$ cat src/rtl/hazard_scoreboard_ctrl_if.sv
// Bundles the pipeline-side signals of the hazard/scoreboard controller.
//   master : pipeline side (drives ID/EXE/bypass info and redirect events, receives controls)
//   slave  : the controller itself
// Signal groups:
//   redirect events   wfi_i, mret_i, trap_valid_i, interrupt_taken_i, BU_flush_i
//   ID uOP            id_valid_i, id_src_{use,fp,idx}_i, id_rd_{we,fp}_i, id_rd_i, id_lat_i
//   bypass stages     stg_we_i, stg_rd_fp_i, stg_rd_i (stage 1 = bit/slice 0 = youngest)
//   EXE uOP sources   exe_src_{use,fp,idx}_i
//   controls out      fwd_sel_o, stall_o, booting_o, waiting_o, draining_o,
//                     flush_{if,id,exe,mem}_o, sb_full_o
interface hazard_scoreboard_ctrl_if #(
    parameter int NUM_SRC    = 3,
    parameter int REG_W      = 5,
    parameter int FWD_STAGES = 2,
    parameter int MAX_LAT    = 7
);
    localparam int LAT_W = $clog2(MAX_LAT + 1);
    localparam int SEL_W = $clog2(FWD_STAGES + 1);

    logic                          wfi_i;
    logic                          mret_i;
    logic                          trap_valid_i;
    logic                          interrupt_taken_i;
    logic                          BU_flush_i;
    logic                          id_valid_i;
    logic [NUM_SRC-1:0]            id_src_use_i;
    logic [NUM_SRC-1:0]            id_src_fp_i;
    logic [NUM_SRC*REG_W-1:0]      id_src_idx_i;
    logic                          id_rd_we_i;
    logic                          id_rd_fp_i;
    logic [REG_W-1:0]              id_rd_i;
    logic [LAT_W-1:0]              id_lat_i;
    logic [FWD_STAGES-1:0]         stg_we_i;
    logic [FWD_STAGES-1:0]         stg_rd_fp_i;
    logic [FWD_STAGES*REG_W-1:0]   stg_rd_i;
    logic [NUM_SRC-1:0]            exe_src_use_i;
    logic [NUM_SRC-1:0]            exe_src_fp_i;
    logic [NUM_SRC*REG_W-1:0]      exe_src_idx_i;
    logic [NUM_SRC*SEL_W-1:0]      fwd_sel_o;
    logic                          stall_o;
    logic                          booting_o;
    logic                          waiting_o;
    logic                          draining_o;
    logic                          flush_if_o;
    logic                          flush_id_o;
    logic                          flush_exe_o;
    logic                          flush_mem_o;
    logic                          sb_full_o;

    modport master (
        output wfi_i, mret_i, trap_valid_i, interrupt_taken_i, BU_flush_i,
               id_valid_i, id_src_use_i, id_src_fp_i, id_src_idx_i,
               id_rd_we_i, id_rd_fp_i, id_rd_i, id_lat_i,
               stg_we_i, stg_rd_fp_i, stg_rd_i,
               exe_src_use_i, exe_src_fp_i, exe_src_idx_i,
        input  fwd_sel_o, stall_o, booting_o, waiting_o, draining_o,
               flush_if_o, flush_id_o, flush_exe_o, flush_mem_o, sb_full_o
    );

    modport slave (
        input  wfi_i, mret_i, trap_valid_i, interrupt_taken_i, BU_flush_i,
               id_valid_i, id_src_use_i, id_src_fp_i, id_src_idx_i,
               id_rd_we_i, id_rd_fp_i, id_rd_i, id_lat_i,
               stg_we_i, stg_rd_fp_i, stg_rd_i,
               exe_src_use_i, exe_src_fp_i, exe_src_idx_i,
        output fwd_sel_o, stall_o, booting_o, waiting_o, draining_o,
               flush_if_o, flush_id_o, flush_exe_o, flush_mem_o, sb_full_o
    );
endinterface

$ cat src/rtl/hazard_scoreboard_ctrl.sv
// Pipeline controller beside ID: run-state FSM (BOOTING/OPERATING/DRAIN/WFI), stage flushes,
// per-source bypass select for the EXE operand muxes, and a scoreboard of in-flight
// multi-cycle producers that stalls dependent / WAW uOPs in ID.
// Ports:
//   clk_i  clock
//   rst_i  synchronous active-high reset
//   bus    hazard_scoreboard_ctrl_if.slave (ID/EXE/bypass inputs, stall/flush/fwd outputs)
module hazard_scoreboard_ctrl #(
    parameter int NUM_SRC    = 3,
    parameter int REG_W      = 5,
    parameter int FWD_STAGES = 2,
    parameter int SB_DEPTH   = 4,
    parameter int MAX_LAT    = 7
) (
    input  logic                     clk_i,
    input  logic                     rst_i,
    hazard_scoreboard_ctrl_if.slave  bus
);
    localparam int LAT_W = $clog2(MAX_LAT + 1);
    localparam int SEL_W = $clog2(FWD_STAGES + 1);
    localparam int IDX_W = (SB_DEPTH > 1) ? $clog2(SB_DEPTH) : 1;

    localparam logic [1:0] ST_BOOTING   = 2'd0;
    localparam logic [1:0] ST_OPERATING = 2'd1;
    localparam logic [1:0] ST_DRAIN     = 2'd2;
    localparam logic [1:0] ST_WFI       = 2'd3;

    logic [1:0]                         r_state;
    logic [1:0]                         w_state_nxt;
    logic [SB_DEPTH-1:0]                r_sb_v;
    logic [SB_DEPTH-1:0]                r_sb_fp;
    logic [SB_DEPTH-1:0][REG_W-1:0]     r_sb_rd;
    logic [SB_DEPTH-1:0][LAT_W-1:0]     r_sb_cnt;

    logic                               w_operating;
    logic                               w_sb_full;
    logic                               w_sb_empty;
    logic                               w_rd_live;
    logic                               w_src_hit;
    logic                               w_waw;
    logic                               w_stall;
    logic                               w_issue;
    logic                               w_alloc;
    logic                               w_free_found;
    logic [IDX_W-1:0]                   w_free_idx;
    logic [NUM_SRC-1:0][SEL_W-1:0]      w_fwd_sel;
    logic                               w_flush_if;

    // x0 is hard-wired zero: an INT index 0 never creates a dependency.
    function automatic logic f_live(input logic en, input logic fp, input logic [REG_W-1:0] idx);
        return en & (fp | (idx != '0));
    endfunction

    assign w_operating = (r_state == ST_OPERATING);
    assign w_sb_full   = &r_sb_v;
    assign w_sb_empty  = ~|r_sb_v;
    assign w_rd_live   = f_live(bus.id_rd_we_i, bus.id_rd_fp_i, bus.id_rd_i);

    // RAW and WAW checks against every in-flight producer. Entries are only ever
    // allocated for live destinations, so the valid bit is all the liveness they need.
    always_comb begin
        w_src_hit = 1'b0;
        w_waw     = 1'b0;
        for (int e = 0; e < SB_DEPTH; e++) begin
            if (r_sb_v[e]) begin
                for (int k = 0; k < NUM_SRC; k++) begin
                    if (f_live(bus.id_src_use_i[k], bus.id_src_fp_i[k],
                               bus.id_src_idx_i[k*REG_W +: REG_W]) &&
                        (bus.id_src_fp_i[k] == r_sb_fp[e]) &&
                        (bus.id_src_idx_i[k*REG_W +: REG_W] == r_sb_rd[e]))
                        w_src_hit = 1'b1;
                end
                if (w_rd_live && (bus.id_rd_fp_i == r_sb_fp[e]) && (bus.id_rd_i == r_sb_rd[e]))
                    w_waw = 1'b1;
            end
        end
    end

    assign w_stall = bus.id_valid_i & w_operating &
                     (w_src_hit | w_waw | ((bus.id_lat_i != '0) & w_rd_live & w_sb_full));

    // Lowest free entry; uses registered valids so a slot retiring this cycle is not reused.
    always_comb begin
        w_free_found = 1'b0;
        w_free_idx   = '0;
        for (int e = SB_DEPTH - 1; e >= 0; e--) begin
            if (!r_sb_v[e]) begin
                w_free_found = 1'b1;
                w_free_idx   = IDX_W'(e);
            end
        end
    end

    assign w_flush_if = bus.trap_valid_i | bus.mret_i | bus.BU_flush_i;
    assign w_issue    = bus.id_valid_i & ~w_stall & w_operating & ~w_flush_if;
    assign w_alloc    = w_issue & w_rd_live & (bus.id_lat_i != '0) & w_free_found;

    // Scanning oldest-to-youngest lets the youngest matching stage overwrite the select.
    always_comb begin
        w_fwd_sel = '0;
        for (int k = 0; k < NUM_SRC; k++) begin
            for (int s = FWD_STAGES; s >= 1; s--) begin
                if (f_live(bus.exe_src_use_i[k], bus.exe_src_fp_i[k],
                           bus.exe_src_idx_i[k*REG_W +: REG_W]) &&
                    f_live(bus.stg_we_i[s-1], bus.stg_rd_fp_i[s-1],
                           bus.stg_rd_i[(s-1)*REG_W +: REG_W]) &&
                    (bus.exe_src_fp_i[k] == bus.stg_rd_fp_i[s-1]) &&
                    (bus.exe_src_idx_i[k*REG_W +: REG_W] == bus.stg_rd_i[(s-1)*REG_W +: REG_W]))
                    w_fwd_sel[k] = SEL_W'(s);
            end
        end
    end

    always_comb begin
        w_state_nxt = r_state;
        case (r_state)
            ST_BOOTING:   w_state_nxt = ST_OPERATING;
            ST_OPERATING: if (bus.wfi_i) w_state_nxt = ST_DRAIN;
            ST_DRAIN: begin
                if (bus.interrupt_taken_i || bus.trap_valid_i) w_state_nxt = ST_OPERATING;
                else if (w_sb_empty)                           w_state_nxt = ST_WFI;
            end
            ST_WFI:       if (bus.interrupt_taken_i) w_state_nxt = ST_OPERATING;
            default:      w_state_nxt = ST_BOOTING;
        endcase
    end

    always_ff @(posedge clk_i) begin
        if (rst_i) begin
            r_state <= ST_BOOTING;
            r_sb_v  <= '0;
        end else begin
            r_state <= w_state_nxt;
            if (bus.trap_valid_i) begin
                r_sb_v <= '0;
            end else begin
                // An entry retires at the end of its cnt==1 cycle: its result is on the bypass net.
                for (int e = 0; e < SB_DEPTH; e++) begin
                    if (r_sb_v[e]) begin
                        if (r_sb_cnt[e] == LAT_W'(1)) r_sb_v[e] <= 1'b0;
                        r_sb_cnt[e] <= r_sb_cnt[e] - LAT_W'(1);
                    end
                end
                if (w_alloc) begin
                    r_sb_v[w_free_idx]   <= 1'b1;
                    r_sb_fp[w_free_idx]  <= bus.id_rd_fp_i;
                    r_sb_rd[w_free_idx]  <= bus.id_rd_i;
                    r_sb_cnt[w_free_idx] <= bus.id_lat_i;
                end
            end
        end
    end

    assign bus.fwd_sel_o   = w_fwd_sel;
    assign bus.stall_o     = w_stall;
    assign bus.booting_o   = (r_state == ST_BOOTING);
    assign bus.waiting_o   = (r_state == ST_WFI);
    assign bus.draining_o  = (r_state == ST_DRAIN);
    assign bus.flush_if_o  = w_flush_if;
    assign bus.flush_id_o  = w_flush_if | w_stall | bus.wfi_i | ~w_operating;
    assign bus.flush_exe_o = bus.trap_valid_i;
    assign bus.flush_mem_o = bus.trap_valid_i;
    assign bus.sb_full_o   = w_sb_full;
endmodule

$ cat src/flat_wrapper.sv
// flat-port wrapper written by rule: the top's interface ports become plain ports
module hazard_scoreboard_ctrl_flat 
#(
    parameter int NUM_SRC    = 3,
    parameter int REG_W      = 5,
    parameter int FWD_STAGES = 2,
    parameter int SB_DEPTH   = 4,
    parameter int MAX_LAT    = 7
)
  (clk_i, rst_i, bus_wfi_i, bus_mret_i, bus_trap_valid_i, bus_interrupt_taken_i, bus_BU_flush_i, bus_id_valid_i, bus_id_src_use_i, bus_id_src_fp_i, bus_id_src_idx_i, bus_id_rd_we_i, bus_id_rd_fp_i, bus_id_rd_i, bus_id_lat_i, bus_stg_we_i, bus_stg_rd_fp_i, bus_stg_rd_i, bus_exe_src_use_i, bus_exe_src_fp_i, bus_exe_src_idx_i, bus_fwd_sel_o, bus_stall_o, bus_booting_o, bus_waiting_o, bus_draining_o, bus_flush_if_o, bus_flush_id_o, bus_flush_exe_o, bus_flush_mem_o, bus_sb_full_o);
  hazard_scoreboard_ctrl_if #(.NUM_SRC(NUM_SRC), .REG_W(REG_W), .FWD_STAGES(FWD_STAGES), .MAX_LAT(MAX_LAT)) bus_i ();
  input  logic clk_i;
  input  logic rst_i;
  input wire logic [$bits(bus_i.wfi_i)-1:0] bus_wfi_i;
  input wire logic [$bits(bus_i.mret_i)-1:0] bus_mret_i;
  input wire logic [$bits(bus_i.trap_valid_i)-1:0] bus_trap_valid_i;
  input wire logic [$bits(bus_i.interrupt_taken_i)-1:0] bus_interrupt_taken_i;
  input wire logic [$bits(bus_i.BU_flush_i)-1:0] bus_BU_flush_i;
  input wire logic [$bits(bus_i.id_valid_i)-1:0] bus_id_valid_i;
  input wire logic [$bits(bus_i.id_src_use_i)-1:0] bus_id_src_use_i;
  input wire logic [$bits(bus_i.id_src_fp_i)-1:0] bus_id_src_fp_i;
  input wire logic [$bits(bus_i.id_src_idx_i)-1:0] bus_id_src_idx_i;
  input wire logic [$bits(bus_i.id_rd_we_i)-1:0] bus_id_rd_we_i;
  input wire logic [$bits(bus_i.id_rd_fp_i)-1:0] bus_id_rd_fp_i;
  input wire logic [$bits(bus_i.id_rd_i)-1:0] bus_id_rd_i;
  input wire logic [$bits(bus_i.id_lat_i)-1:0] bus_id_lat_i;
  input wire logic [$bits(bus_i.stg_we_i)-1:0] bus_stg_we_i;
  input wire logic [$bits(bus_i.stg_rd_fp_i)-1:0] bus_stg_rd_fp_i;
  input wire logic [$bits(bus_i.stg_rd_i)-1:0] bus_stg_rd_i;
  input wire logic [$bits(bus_i.exe_src_use_i)-1:0] bus_exe_src_use_i;
  input wire logic [$bits(bus_i.exe_src_fp_i)-1:0] bus_exe_src_fp_i;
  input wire logic [$bits(bus_i.exe_src_idx_i)-1:0] bus_exe_src_idx_i;
  output wire logic [$bits(bus_i.fwd_sel_o)-1:0] bus_fwd_sel_o;
  output wire logic [$bits(bus_i.stall_o)-1:0] bus_stall_o;
  output wire logic [$bits(bus_i.booting_o)-1:0] bus_booting_o;
  output wire logic [$bits(bus_i.waiting_o)-1:0] bus_waiting_o;
  output wire logic [$bits(bus_i.draining_o)-1:0] bus_draining_o;
  output wire logic [$bits(bus_i.flush_if_o)-1:0] bus_flush_if_o;
  output wire logic [$bits(bus_i.flush_id_o)-1:0] bus_flush_id_o;
  output wire logic [$bits(bus_i.flush_exe_o)-1:0] bus_flush_exe_o;
  output wire logic [$bits(bus_i.flush_mem_o)-1:0] bus_flush_mem_o;
  output wire logic [$bits(bus_i.sb_full_o)-1:0] bus_sb_full_o;
  assign bus_i.wfi_i = bus_wfi_i;
  assign bus_i.mret_i = bus_mret_i;
  assign bus_i.trap_valid_i = bus_trap_valid_i;
  assign bus_i.interrupt_taken_i = bus_interrupt_taken_i;
  assign bus_i.BU_flush_i = bus_BU_flush_i;
  assign bus_i.id_valid_i = bus_id_valid_i;
  assign bus_i.id_src_use_i = bus_id_src_use_i;
  assign bus_i.id_src_fp_i = bus_id_src_fp_i;
  assign bus_i.id_src_idx_i = bus_id_src_idx_i;
  assign bus_i.id_rd_we_i = bus_id_rd_we_i;
  assign bus_i.id_rd_fp_i = bus_id_rd_fp_i;
  assign bus_i.id_rd_i = bus_id_rd_i;
  assign bus_i.id_lat_i = bus_id_lat_i;
  assign bus_i.stg_we_i = bus_stg_we_i;
  assign bus_i.stg_rd_fp_i = bus_stg_rd_fp_i;
  assign bus_i.stg_rd_i = bus_stg_rd_i;
  assign bus_i.exe_src_use_i = bus_exe_src_use_i;
  assign bus_i.exe_src_fp_i = bus_exe_src_fp_i;
  assign bus_i.exe_src_idx_i = bus_exe_src_idx_i;
  assign bus_fwd_sel_o = bus_i.fwd_sel_o;
  assign bus_stall_o = bus_i.stall_o;
  assign bus_booting_o = bus_i.booting_o;
  assign bus_waiting_o = bus_i.waiting_o;
  assign bus_draining_o = bus_i.draining_o;
  assign bus_flush_if_o = bus_i.flush_if_o;
  assign bus_flush_id_o = bus_i.flush_id_o;
  assign bus_flush_exe_o = bus_i.flush_exe_o;
  assign bus_flush_mem_o = bus_i.flush_mem_o;
  assign bus_sb_full_o = bus_i.sb_full_o;
  hazard_scoreboard_ctrl #(.NUM_SRC(NUM_SRC), .REG_W(REG_W), .FWD_STAGES(FWD_STAGES), .SB_DEPTH(SB_DEPTH), .MAX_LAT(MAX_LAT)) u_core (.clk_i(clk_i), .rst_i(rst_i), .bus(bus_i));
endmodule
$ cat config.mk
export PLATFORM = sky130hd
export DESIGN_NAME = hazard_scoreboard_ctrl_flat
export DESIGN_NICKNAME = d
export VERILOG_FILES = /design/src/rtl/hazard_scoreboard_ctrl_if.sv /design/src/rtl/hazard_scoreboard_ctrl.sv /design/src/flat_wrapper.sv
export SDC_FILE = /design/constraint.sdc
export NUM_CORES = 1
export LEC_CHECK = 0
export ABC_CLOCK_PERIOD_IN_PS = 3650
export CAP_MARGIN = 25
export CORE_MARGIN = 4
export CORE_UTILIZATION = 53
export CTS_BUF_LIST = sky130_fd_sc_hd__clkbuf_2 sky130_fd_sc_hd__clkbuf_4 sky130_fd_sc_hd__clkbuf_8
export CTS_CLUSTER_DIAMETER = 60
export DETAILED_ROUTE_END_ITERATION = 16
export GPL_ROUTABILITY_DRIVEN = 0
export PLACE_DENSITY_LB_ADDON = 0.3
export SYNTH_ARGS = -nofsm -noshare
export SYNTH_HDL_FRONTEND = slang
export SYNTH_SLANG_ARGS = --single-unit
$ cat constraint.sdc
create_clock -name clk_i -period 3.65 [get_ports clk_i]
set_input_delay 0.5475 -clock clk_i [delete_from_list [all_inputs] [get_ports clk_i]]
set_output_delay 0.5475 -clock clk_i [all_outputs]
set_load 0.05 [all_outputs]
==> impl_metrics.yaml <==
clock_tree:
  postCtsHoldBufs: 0
  numCtsBuffers: 5
  path_clk_slew_ps: 70
  clockRootBuffer: "clkbuf_8"
  clockBufferDepth: 2
  clock_sinks: 42
  ctsResizeCount: 0
  cts_setup_buffers: 0
  htreeDepth: 2
  cts_tree: "done"
  clkLatencyLatePin_ps: 290
timing:
  max_freq_mhz: 287
  hold_viol_final: 0
  layout_min_cycle_time_ps: 3480
  worst_pin_slew_ps: 662
  drv_slew: 0
  setup_slack_ps: 170
  final.period_utilization: 0.954
  rsz0062_at_grt: "false"
  slew-limit-headroom: 0.558
  fin_worst_skew_ps: 4.78
  setup_viol: 0
yosys:
  synth_compound_area_frac: 0.0707
  ys_seq_area_frac: 0.311
  synth_xor_area_frac: 0.318
  synthArstFlopShare: 0
  synth_area_per_cell_um2: 9.16
  syn-num-nets: 507
  synth_cell_types: 44
  synth_simple_gate_area_share: 0.168
  synth_area_um2: 3860
  ys.flop_type: "edfxtp_1"
  ys_seq_elements: 42
  synthAdderAreaFrac: 0.0389
  yosysWarnings: 0
  synthMuxAreaShare: 0.0234
  synth_top_family_by_area: "XOR/XNOR gates"
  synth_edf_count: 36
  synth_cells: 421
floorplan:
  num_rows: 30
  die_h_um: 93.3
  ios: 89
  die_w_um: 93.3
  die_area_um2: 8710
  start_util: 0.555
  core_um2: 6940
detailed_routing:
  drc: 0
  num_vias: 3340
  routedWlPerCell_um: 17.8
  post_drt_via_cell_ratio: 5.66
  wl_um: 10500
  ant_nets: 0
  first_pass_iters: 5
  drtIter0Drc: 195
run:
  max_cap_viol_count: 0
global_routing:
  grt-ovfl-total: 0
  grt_usage: 0.244
  grt_pass1_vias: 3389
  grt_max_degree: 16
  grt_pass1_wl_um: 16700
  antenna_found_initial: 0
finish:
  n_antenna_cell: 0
  drive_above_1_share: 0.113
  final_nets: 580
  areaGrowthSynthToFinish_pct: 29.7
  layout.cells.non_filler: 590
  final_core_util: 0.720
place:
  numPortBuffers: 88
  dpl.cell_count: 583
  dp_hpwl_um: 8470
  dpl_worst_slack_ps: 49.8
status:
  outcome: "completed"
worst_setup_path:
  critPathMaxFanout: 3
  worstPathRequired_ps: 3100
  arrival_ps: 2930
  endpoint_kind: "output port"
  crit_path_start_kind: "input port"
  critPathKind: "input port to output port"
power:
  p_leak_nw: 1.70
  p_per_area_nw_per_um2: 237
  ir_drop_mv: 0.265
min_path:
  hold_class: "flip-flop to flip-flop"
==> cell families after synthesis <==
kind of cell | Yosys count
AO/OA/AOI/OAI | 39
buffers and inverters | 69
adder cells (fa/ha/maj) | 12
AND/OR/NAND/NOR | 111
XOR/XNOR | 140
flip-flops | 42
multiplexers | 8
==> placed cells by master (no fill, tap or decap), drive strengths merged, types with 12 or more instances in the layout <==
master and count:
xnor2 97, clkdlybuf4s50 81, xor2 43, edfxtp 36, buf 35, nor4 20, nand3 19, inv 19
nand4 17, nor2 16, a21oi 13, ha 12
==> synthesized netlist by cell type, drive strengths merged (10+ instances only) <==
cell / n / area, um2
buf: 17 / 73.8
inv: 19 / 71.3
o31ai: 10 / 93.8
edfxtp: 36 / 1080
nand3: 19 / 95.1
xnor2: 97 / 850
nand4: 17 / 106
nor2: 16 / 60.1
xor2: 43 / 377
or4: 10 / 78.8
clkbuf: 33 / 125
a21oi: 13 / 65.1
nor4: 20 / 131
nand2: 10 / 40.0
ha: 12 / 150
==> path summary, 6_finish.rpt <==
path                                           from                   to  slack, ps  depth (start not counted)
worst min-delay path              u_core.r_state[0]    u_core.r_state[0]        510                          2
worst min register to register    u_core.r_state[0]    u_core.r_state[0]        510                          2
worst max-delay path            bus_id_src_idx_i[5]       bus_flush_id_o        170                         10
worst max register to register     u_core.r_sb_v[2]  u_core.r_sb_cnt[10]        910                          6
==> per-stage QoR <==
| stage | hold WS [ps] | instance area, um2 | power [mW] | TNS [ps] |
|---|---|---|---|---|
| 2_1_floorplan | 464 | 3860 | 0.708 | -295 |
| 3_3_place_gp | 485 | 4890 | 0.848 | 0 |
| 3_5_place_dp | 495 | 4890 | 0.856 | 0 |
| 4_1_cts | 507 | 4990 | 1.19 | 0 |
| 5_1_grt | 567 | 5000 | 1.24 | 0 |
| 6_report | 512 | 5000 | 1.19 | 0 |
==> flip-flops by register name (all words and copies together) (netlist names) <==
register / cells
u_core.r_sb_rd: 20
u_core.r_sb_fp: 4
u_core.r_sb_cnt: 12
u_core.r_state: 2
u_core.r_sb_v: 4
==> metal layers <==
| layer | global-route usage | up-vias | wire [um] |
|---|---|---|---|
| met2 | 0.410 | 181 | 4810 |
| met5 | 0 | - | 0 |
| met1 | 0.322 | 1548 | 4470 |
| met3 | 0.0442 | 19 | 1010 |
| li1 | - | 1592 | - |
| met4 | 0.0659 | 0 | 193 |
==> power by group <==
part | switching (mW) | internal [mW]
clock network | 0.141 | 0.197
registers | 0.00605 | 0.528
logic | 0.148 | 0.167
==> critical path, stage by stage <==
cell             delay (ps)
clkdlybuf4s50_1         420
or4_4                   560
o31ai_4                 280
inv_2                    40
a222oi_1                300
buf_4                   180
nand2_2                  50
nor2_1                  230
a22oi_1                 110
buf_4                   210
==> layout make-up <==
class                      instances  area (um2)
clock buffer                       5        68.8
clock inverter                     2        33.8
fill                             514        1940
inverter                          19        71.3
multi-input combinational        310        2400
sequential                        42        1200
tap                               96         120
timing repair buffer             116        1110
Power figures use the tool's default switching activity.
